===== config.mk =====
export PLATFORM = sky130hd
export DESIGN_NAME = cr_xp10_decomp_sdd_lane_sched
export DESIGN_NICKNAME = d
export VERILOG_FILES = /design/src/rtl/cr_xp10_decomp_sdd_lane_sched.sv
export SDC_FILE = /design/constraint.sdc
export NUM_CORES = 1
export LEC_CHECK = 0
export BUFFER_PORTS_ARGS = -buffer_cell sky130_fd_sc_hd__buf_2
export CAP_MARGIN = 20
export CORE_AREA = 5 5 111 113
export CTS_CLUSTER_SIZE = 8
export DETAILED_ROUTE_END_ITERATION = 16
export DIE_AREA = 0 0 116 118
export GPL_TIMING_DRIVEN = 0
export PLACE_DENSITY_LB_ADDON = 0.05
export SLEW_MARGIN = 25
export SYNTH_ARGS = -nofsm -noshare
export SYNTH_HDL_FRONTEND = slang
export SYNTH_SLANG_ARGS = --single-unit
export TNS_END_PERCENT = 1

===== constraint.sdc =====
create_clock -name clk -period 3.7 [get_ports clk]
set_clock_uncertainty 0.05 [all_clocks]
set_input_delay 0.185 -clock clk [delete_from_list [all_inputs] [get_ports clk]]
set_output_delay 0.185 -clock clk [all_outputs]
set_load 0.03 [all_outputs]

===== src/rtl/cr_xp10_decomp_sdd_lane_sched.sv =====
// Dispatches framed 128-bit beats from the word feeder to one of two decode lanes,
// keeping per-lane busy state and a lane-order FIFO for the downstream output merger.
module cr_xp10_decomp_sdd_lane_sched #(
  parameter int ORD_DEPTH = 4
) (
  input  logic         clk,
  input  logic         rst_n,
  input  logic         wf_lanes_valid,
  input  logic [127:0] wf_lanes_data,
  input  logic [7:0]   wf_lanes_numbits,
  input  logic         wf_lanes_sob,
  input  logic         wf_lanes_eob,
  input  logic         wf_lanes_eof,
  input  logic         wf_lanes_trace_bit,
  output logic         lanes_wf_ready,
  output logic [1:0]   lane_valid,
  output logic [127:0] lane_data,
  output logic [7:0]   lane_numbits,
  output logic         lane_sob,
  output logic         lane_eob,
  output logic         lane_eof,
  output logic         lane_trace_bit,
  input  logic [1:0]   lane_ready,
  input  logic [1:0]   lane_done,
  output logic         ord_valid,
  output logic         ord_lane,
  input  logic         ord_ready,
  output logic         sched_err_stb,
  output logic         sched_stall_stb
);

  localparam int AW = $clog2(ORD_DEPTH);
  localparam logic [AW:0] PTR_ONE = {{AW{1'b0}}, 1'b1};

  typedef enum logic {IDLE, STREAM} state_t;

  state_t               state, state_nxt;
  logic [1:0]           busy, busy_nxt;
  logic                 rr_ptr, rr_nxt;
  logic                 cur_lane, cur_nxt;
  logic [AW:0]          wr_ptr, rd_ptr;
  logic [ORD_DEPTH-1:0] ord_mem;
  logic                 sel, sel_ok, push, pop, fifo_full;
  logic                 err_nxt, rdy;
  logic [1:0]           lv;

  assign lane_data      = wf_lanes_data;
  assign lane_numbits   = wf_lanes_numbits;
  assign lane_sob       = wf_lanes_sob;
  assign lane_eob       = wf_lanes_eob;
  assign lane_eof       = wf_lanes_eof;
  assign lane_trace_bit = wf_lanes_trace_bit;

  assign fifo_full = (wr_ptr[AW] != rd_ptr[AW]) && (wr_ptr[AW-1:0] == rd_ptr[AW-1:0]);
  assign ord_valid = (wr_ptr != rd_ptr);
  assign ord_lane  = ord_mem[rd_ptr[AW-1:0]];
  assign pop       = ord_valid && ord_ready;

  // Handshake outputs are forced low while reset is held.
  assign lanes_wf_ready = rdy & rst_n;
  assign lane_valid     = lv & {2{rst_n}};

  always_comb begin
    state_nxt = state;
    busy_nxt  = busy;
    rr_nxt    = rr_ptr;
    cur_nxt   = cur_lane;
    sel       = rr_ptr;
    sel_ok    = 1'b0;
    push      = 1'b0;
    err_nxt   = 1'b0;
    rdy       = 1'b0;
    lv        = 2'b00;

    if (!busy[rr_ptr]) begin
      sel    = rr_ptr;
      sel_ok = !fifo_full;
    end else if (!busy[~rr_ptr]) begin
      sel    = ~rr_ptr;
      sel_ok = !fifo_full;
    end

    // Completion pulses free lanes; a dispatch below may set the other lane in the same cycle.
    for (int i = 0; i < 2; i++) begin
      if (lane_done[i]) begin
        if (busy[i]) busy_nxt[i] = 1'b0;
        else         err_nxt     = 1'b1;
      end
    end

    case (state)
      IDLE: begin
        if (wf_lanes_sob) begin
          if (sel_ok) begin
            rdy     = lane_ready[sel];
            lv[sel] = wf_lanes_valid;
            if (wf_lanes_valid && rdy) begin
              busy_nxt[sel] = 1'b1;
              push          = 1'b1;
              rr_nxt        = ~sel;
              cur_nxt       = sel;
              if (!(wf_lanes_eob || wf_lanes_eof)) state_nxt = STREAM;
            end
          end
        end else begin
          rdy = 1'b1;
          if (wf_lanes_valid) err_nxt = 1'b1;
        end
      end
      STREAM: begin
        rdy          = lane_ready[cur_lane];
        lv[cur_lane] = wf_lanes_valid;
        if (wf_lanes_valid && rdy) begin
          if (wf_lanes_sob) err_nxt = 1'b1;
          if (wf_lanes_eob || wf_lanes_eof) state_nxt = IDLE;
        end
      end
      default: state_nxt = IDLE;
    endcase
  end

  always_ff @(posedge clk or negedge rst_n) begin
    if (!rst_n) begin
      state           <= IDLE;
      busy            <= 2'b00;
      rr_ptr          <= 1'b0;
      cur_lane        <= 1'b0;
      wr_ptr          <= '0;
      rd_ptr          <= '0;
      sched_err_stb   <= 1'b0;
      sched_stall_stb <= 1'b0;
    end else begin
      state           <= state_nxt;
      busy            <= busy_nxt;
      rr_ptr          <= rr_nxt;
      cur_lane        <= cur_nxt;
      if (push) wr_ptr <= wr_ptr + PTR_ONE;
      if (pop)  rd_ptr <= rd_ptr + PTR_ONE;
      sched_err_stb   <= err_nxt;
      sched_stall_stb <= wf_lanes_valid && !lanes_wf_ready && wf_lanes_trace_bit;
    end
  end

  // Order storage holds data only; validity comes from the pointers.
  always_ff @(posedge clk) begin
    if (push) ord_mem[wr_ptr[AW-1:0]] <= sel;
  end

endmodule


==> results of run 1 <==
cells by family after synthesis:
family	count (synthesis)	synth area share, %
buffers and inverters	150	54.97
AO/OA/AOI/OAI	16	5.920
adder cells (fa/ha/maj)	5	3.149
flip-flops	17	22.42
multiplexers	3	2.267
AND/OR/NAND/NOR	27	7.809
XOR/XNOR	7	3.464
repair_timing:
| action | 4_1_cts | 5_1_grt |
|---|---|---|
| hold buffers | 1 | 0 |
| endpoints found under the setup margin | 0 | 0 |
| endpoints found under the hold margin | 13 | 0 |
worst register-to-register path, stage by stage, from the launching register on:
cell     delay (ns)
dfrtp_1        0.44
xnor2_1        0.17
a32o_2         0.32
nor4_4         0.26
buf_4          0.23
and2_1         0.16
sequential cells by signal, summed over array words and instances (netlist names):
signal / flops
ord_mem: 4
rd_ptr: 3
wr_ptr: 3
busy: 2
cur_lane: 1
rr_ptr: 1
sched_err_stb: 1
sched_stall_stb: 1
state: 1
stage by stage:
step | hold slack, ns | total power, mW | area [sq um] | setup slack (ns) | util, %
after floorplan | -0.1606 | 0.9766 | 1987 | 1.553 | -
after global placement | 0.08834 | 1.184 | 2957 | 1.699 | 26.34
after detailed placement | 0.07939 | 1.175 | 2957 | 1.738 | 26.34
after CTS | 0.1062 | 1.403 | 3045 | 1.454 | 27.13
after global routing | 0.1145 | 1.476 | 3045 | 1.342 | 27.13
final | 0.1022 | 1.372 | 3045 | 1.501 | 27.13
cells in the final DEF (no fill, tap or decap), types with 4 or more instances in the layout:
cell type	count
xnor2_1	5
edfxtp_1	4
buf_2	158
dfrtp_1	13
inv_1	9
nand2_1	9
buf_4	141
ha_1	5
o21ai_0	5
cell type report:
| type | count | area, sq um |
|---|---|---|
| inverters | 9 | 33.78 |
| repair buffers | 159 | 800.8 |
| well taps | 143 | 178.9 |
| plain buffers | 141 | 1059 |
| flip-flops and latches | 17 | 445.4 |
| clock buffers | 4 | 78.83 |
| fillers | 1269 | 8178 |
| multi-input cells | 58 | 449.2 |
per-layer routing:
metal  vias up  GRT usage [%]
met4         0          2.175
met5         -              0
met2       113          20.50
met1       801          8.183
li1        898              -
met3         2          2.931
worst min path at each step:
stage	end	cells past startpoint	startpoint	slack, ns
2_1_floorplan	busy[0]	0	rst_n	-0.16
3_5_place_dp	sched_stall_stb	1	rst_n	0.08
6_report	busy[1]	2	lane_done[1]	0.10
5_1_grt	busy[1]	2	lane_done[1]	0.11
4_1_cts	busy[1]	2	lane_done[1]	0.11
3_3_place_gp	sched_stall_stb	1	rst_n	0.09
power groups by stage:
stage	clock (mW)	combinational [mW]	sequential (mW)
6_report	0.216	0.799	0.357
5_1_grt	0.234	0.872	0.370
4_1_cts	0.227	0.815	0.361
3_5_place_dp	0	0.811	0.364
3_3_place_gp	0	0.817	0.366
2_1_floorplan	0	0.627	0.349
==> reports/metrics.yaml, run 1 <==
clocking:
  cts.sinks: 17
  tritoncts: "yes"
  cts_buffers: 3
  cts_setup_buffers: 0
  cts_max_level: 1
  worst_skew_pair.late_latency_ns: 0.24
  cts-root-buf: "clkbuf_16"
  cts_resized: 0
  cts_buffer_depth: 2
  path_clk_slew_ns: 0.05
detailed_routing:
  viasPerCell: 3.416
  top_layer_used: "met4"
  wl_met2_microns: 4444
  drt_pass1_iterations: 3
  drtIter0Drc: 19
  wl_per_cell_microns: 13.76
  vias: 1814
  wl_microns: 7309
  drc: 0
  wl_met1_microns: 2031
  met3WireLength_microns: 786
  ant_nets: 0
logic_synthesis:
  syn_avg_cell_area_sq_um: 8.831
  synth_cells: 225
  async_flop_share_pct: 76.47
  synth_common_cells: "buf_4 (141), dfrtp_1 (13), inv_1 (9), nand2_1 (9)"
  netlist_area_sq_mm: 0.001987
  synth.most_common_cell: "buf_4"
  ys_seq_area_share_pct: 22.42
  post-synth-top-area-fraction_pct: 53.27
  ys.flop_type: "dfrtp_1"
  yosysUniqueCellTypes: 32
  synth_edf_count: 4
  synth_top_area_cell: "buf_4"
  ys_ff_latch: 17
  synth.area.top_cells: "buf_4 (53%), dfrtp_1 (16%), edfxtp_1 (6.0%)"
  synth_fp_nets: 378
  synth_warnings: 0
global_route:
  gr-total-overflow: 0
  grt_first_pass_wirelength_microns: 10320
  antenna_found_initial: 0
  grt_usage_pct: 9.610
  grt_pass1_vias: 1902
  grt_max_degree: 17
floorplan:
  design.die.area_sq_mm: 0.01369
  core.rowCount: 39
  die_w_microns: 116
  initial_core_util_pct: 17.70
  ios: 295
  core_area_sq_mm: 0.01122
  die_h_microns: 118
setup_path:
  max_stage_delay_ns: 0.42
  path_class: "reg -> out"
  path_cells: "nor2b_1, o21a_1, inv_1, or3_1, a21boi_0, buf_2"
  cpLargestDelayFamily: "simple AND/OR/NAND/NOR gates"
  cp-endpoint: "lane_valid[1]"
  crit_buf_inv: 2
  cp-start-kind: "register"
  rrSetupSlack_ns: 1.79
  cp-startpoint: "busy[1]"
  crit_arrival_ns: 1.96
  rr_startpoint: "rd_ptr[0]"
  r2r_end: "ord_mem[0]"
  crit_cells: 6
  worstPathMaxFanout: 7
  crit_slowest_cell: "dfrtp_1"
  cp.required_ns: 3.46
  endpoint_kind: "output port"
  reg2reg_depth: 5
sta:
  period_needed_ns: 2.199
  fmax_ghz: 0.4547
  setup_tns_ns: 0
  relSlewSlack_pct: 74.13
  tightestPinTransition_ns: 0.3880
  finalSetupViolCount: 0
  hold_viol: 0
  grt_setup_unrepaired: "false"
  fin_crit_sh_pct: 59.44
  final-max-slew-violation-count: 0
final_layout:
  nNetsFinal: 542
  layout.cells.non_filler: 531
  n_antenna_cell: 0
  syn2layout_area_growth_pct: 53.27
  drive_gt1_share_pct: 79.90
pwr:
  p_comb_share_pct: 58.2
  p_per_area_mw_per_mm2: 450.6
  clockPowerShare_pct: 15.8
  switching_power_mw: 0.6113
  ir_worst_vdd_uv: 202.4
  p_int_mw: 0.7610
  switching_share_pct: 44.55
  power_frac_seq_pct: 26.0
  p_leak_nw: 1.767
hold_path:
  min_path_type: "in -> reg"
placement:
  dp.cells: 526
  place.gp.congestion: 0.6977
  post-dp-hpwl_microns: 6798
  portBuffers: 158
job:
  cap_violations: 0
outcome:
  status: "completed"
(Power assumes the default switching activity.)
==> run 2, diff against run 1 <==
Settings changed: CORE_AREA 5 5 111 113 to 5 5 113 115, DIE_AREA 0 0 116 118 to 0 0 118 120.
Clock period 3.7 ns to 2.3 ns, I/O delays scaled along.
==> run 2 against run 1 <==
  * Clock power grew 64%
  * Utilization shrank 1.1 points
  * Die area grew 3.4%
  * Largest power group unchanged
==> reports/metrics.yaml, run 2 (same netlist as run 1, synthesis figures left out) <==
sta:
  fin_crit_sh_pct: 91.24
  period_needed_ns: 2.099
  grt_setup_unrepaired: "false"
  setup_tns_ns: 0  # unchanged
  finalSetupViolCount: 0  # unchanged
  final-max-slew-violation-count: 0  # unchanged
  tightestPinTransition_ns: 0.3747  # -0.01330 ns
  fmax_ghz: 0.4765
  relSlewSlack_pct: 75.02  # +0.89 points
  hold_viol: 0  # unchanged
clocking:
  cts_buffer_depth: 2  # unchanged
  path_clk_slew_ns: 0.05  # about the same
  worst_skew_pair.late_latency_ns: 0.25  # about the same
  cts_buffers: 3  # unchanged
  cts.sinks: 17  # unchanged
  cts_setup_buffers: 0  # unchanged
  cts-root-buf: "clkbuf_16"
  tritoncts: "yes"
  cts_max_level: 1  # unchanged
final_layout:
  layout_commonest_cell: "buf_2"
  nNetsFinal: 542  # unchanged
  syn2layout_area_growth_pct: 53.65
  layout_common_cells: "buf_2 (158), buf_4 (141), dfrtp_1 (13)"
  largest_register_ffs: 4  # unchanged
  drive_gt1_share_pct: 80.41  # +0.52 points
  n_fill_cell: 1330  # +4.8%
  n_antenna_cell: 0  # unchanged
global_route:
  grt_use_met2_pct: 19.77  # -0.74 points
  grt_usage_pct: 9.451  # -0.16 points
  grt-busiest-layer: "met2"
  met1_usage_pct: 8.205  # +0.022 points
  antenna_found_initial: 0  # unchanged
  grt_first_pass_wirelength_microns: 10770  # +4.4%
  grt_pass1_vias: 2040  # +7.3%
  gr-total-overflow: 0  # unchanged
  grtUsageMet3_pct: 3.723  # +0.79 points
  grt_max_degree: 17  # unchanged
floorplan:
  core.rowCount: 40  # +2.6%
  design.die.area_sq_mm: 0.01416  # +3.4%
  die_w_microns: 118  # +1.7%
  die_h_microns: 120  # +1.7%
  initial_core_util_pct: 16.97  # -0.74 points
  core_area_sq_mm: 0.01171  # +4.3%
  ios: 295  # unchanged
detailed_routing:
  vias: 1815  # +0.055%
  drc: 0  # unchanged
  drtIter0Drc: 22  # +3
  wl_per_cell_microns: 13.79  # +0.20%
  viasPerCell: 3.393  # -0.69%
  drt_pass1_iterations: 4  # +1
  wl_microns: 7379  # +0.96%
  ant_nets: 0  # unchanged
setup_path:
  cp-start-kind: "register"
  cp.required_ns: 2.13  # -1.33 ns
  crit_slowest_cell: "dfrtp_1"
  path_cells: "nor2b_1, o21a_2, inv_1, or3_1, a21boi_0, buf_2"
  crit_arrival_ns: 1.93  # -0.03 ns
  worstPathMaxFanout: 7  # unchanged
  path_class: "reg -> out"
  crit_buf_inv: 2  # unchanged
  endpoint_kind: "output port"
  max_stage_delay_ns: 0.43  # about the same
  cpLargestDelayFamily: "simple AND/OR/NAND/NOR gates"
job:
  cap_violations: 0  # unchanged
pwr:
  p_leak_nw: 1.770  # +0.18%
  clockPowerShare_pct: 16.0  # +0.2 points
  p_per_area_mw_per_mm2: 728.1  # +62%
  ir_worst_vdd_uv: 526.5  # +160%
  switching_share_pct: 44.99  # +0.44 points
  switching_power_mw: 0.9999  # +64%
  p_comb_share_pct: 58.0  # -0.2 points
  power_frac_seq_pct: 26.1  # about the same
  p_int_mw: 1.223  # +61%
  p_total_mw: 2.223  # +62%
placement:
  portBuffers: 158  # unchanged
  post-dp-hpwl_microns: 6873  # +1.1%
  place.gp.congestion: 0.7088  # +1.6%
outcome:
  status: "completed"
hold_path:
  min_path_type: "in -> reg"
run 2: worst reg2reg max path: cells and delay by family (launching register included):
kind | cells | cell delay, ns
DFF | 1 | 0.45
buffers and inverters | 1 | 0.23
and+or+nand+nor | 2 | 0.41
xor gates and xnor gates | 1 | 0.18
AOI/OAI and AO/OA | 1 | 0.32
run 2: layer usage:
metal,up-vias,part of all wire [%]
met4,0,1.5
met5,-,0
met1,802,27
met2,111,62
li1,896,-
met3,6,9.1
run 2: final timing paths:
check                                  start       endpoint  slack (ns)  cells past startpoint
worst max-delay path                 busy[1]  lane_valid[1]        0.20                      6
worst min-delay path            lane_done[1]        busy[1]        0.01                      2
worst max register to register     rd_ptr[0]     ord_mem[0]        0.39                      5
worst min register to register     rd_ptr[2]      rd_ptr[2]        0.45                      1
max in group asynchronous              rst_n  sched_err_stb        1.66                      2
min in group asynchronous              rst_n      wr_ptr[1]        0.26                      2
run 2: repair_timing:
action                                  CTS  global route
hold buffers                              1             0
endpoints found under the setup margin    0             1
gates resized for setup                   0             1
hold endpoints to repair                 13             0
run 2: through the flow:
step | area (sq um) | cells | util (%) | hold WS, ns | setup slack (ns)
global route | 3053 | 535 | 26.07 | 0.04167 | 0.09215
global placement | 2962 | 530 | 25.29 | 0.02441 | 0.3434
detailed placement | 2962 | 530 | 25.29 | 0.007884 | 0.3663
finish | 3053 | 535 | 26.07 | 0.01021 | 0.2015
floorplan | 1987 | 225 | - | -0.2306 | 0.2226
CTS | 3052 | 535 | 26.06 | 0.01267 | 0.1141
run 2: final cells by class:
cell class | count | area [sq um] | share of cell area [%]
Tap cell | 147 | 183.9 | 6.025
Buffer | 141 | 1059 | 34.67
Clock buffer | 3 | 75.07 | 2.459
Timing Repair Buffer | 159 | 800.8 | 26.23
Clock inverter | 1 | 5.005 | 0.1639
Sequential cell | 17 | 445.4 | 14.59
Inverter | 9 | 33.78 | 1.107
Multi-Input combinational cell | 58 | 450.4 | 14.75
run 2: power groups by stage:
stage	Sequential (mW)	Clock, mW	Combinational [mW]
4_1_cts	0.582	0.369	1.31
5_1_grt	0.604	0.377	1.42
6_report	0.579	0.355	1.29
3_3_place_gp	0.589	0	1.32
3_5_place_dp	0.585	0	1.30
2_1_floorplan	0.562	0	1.01
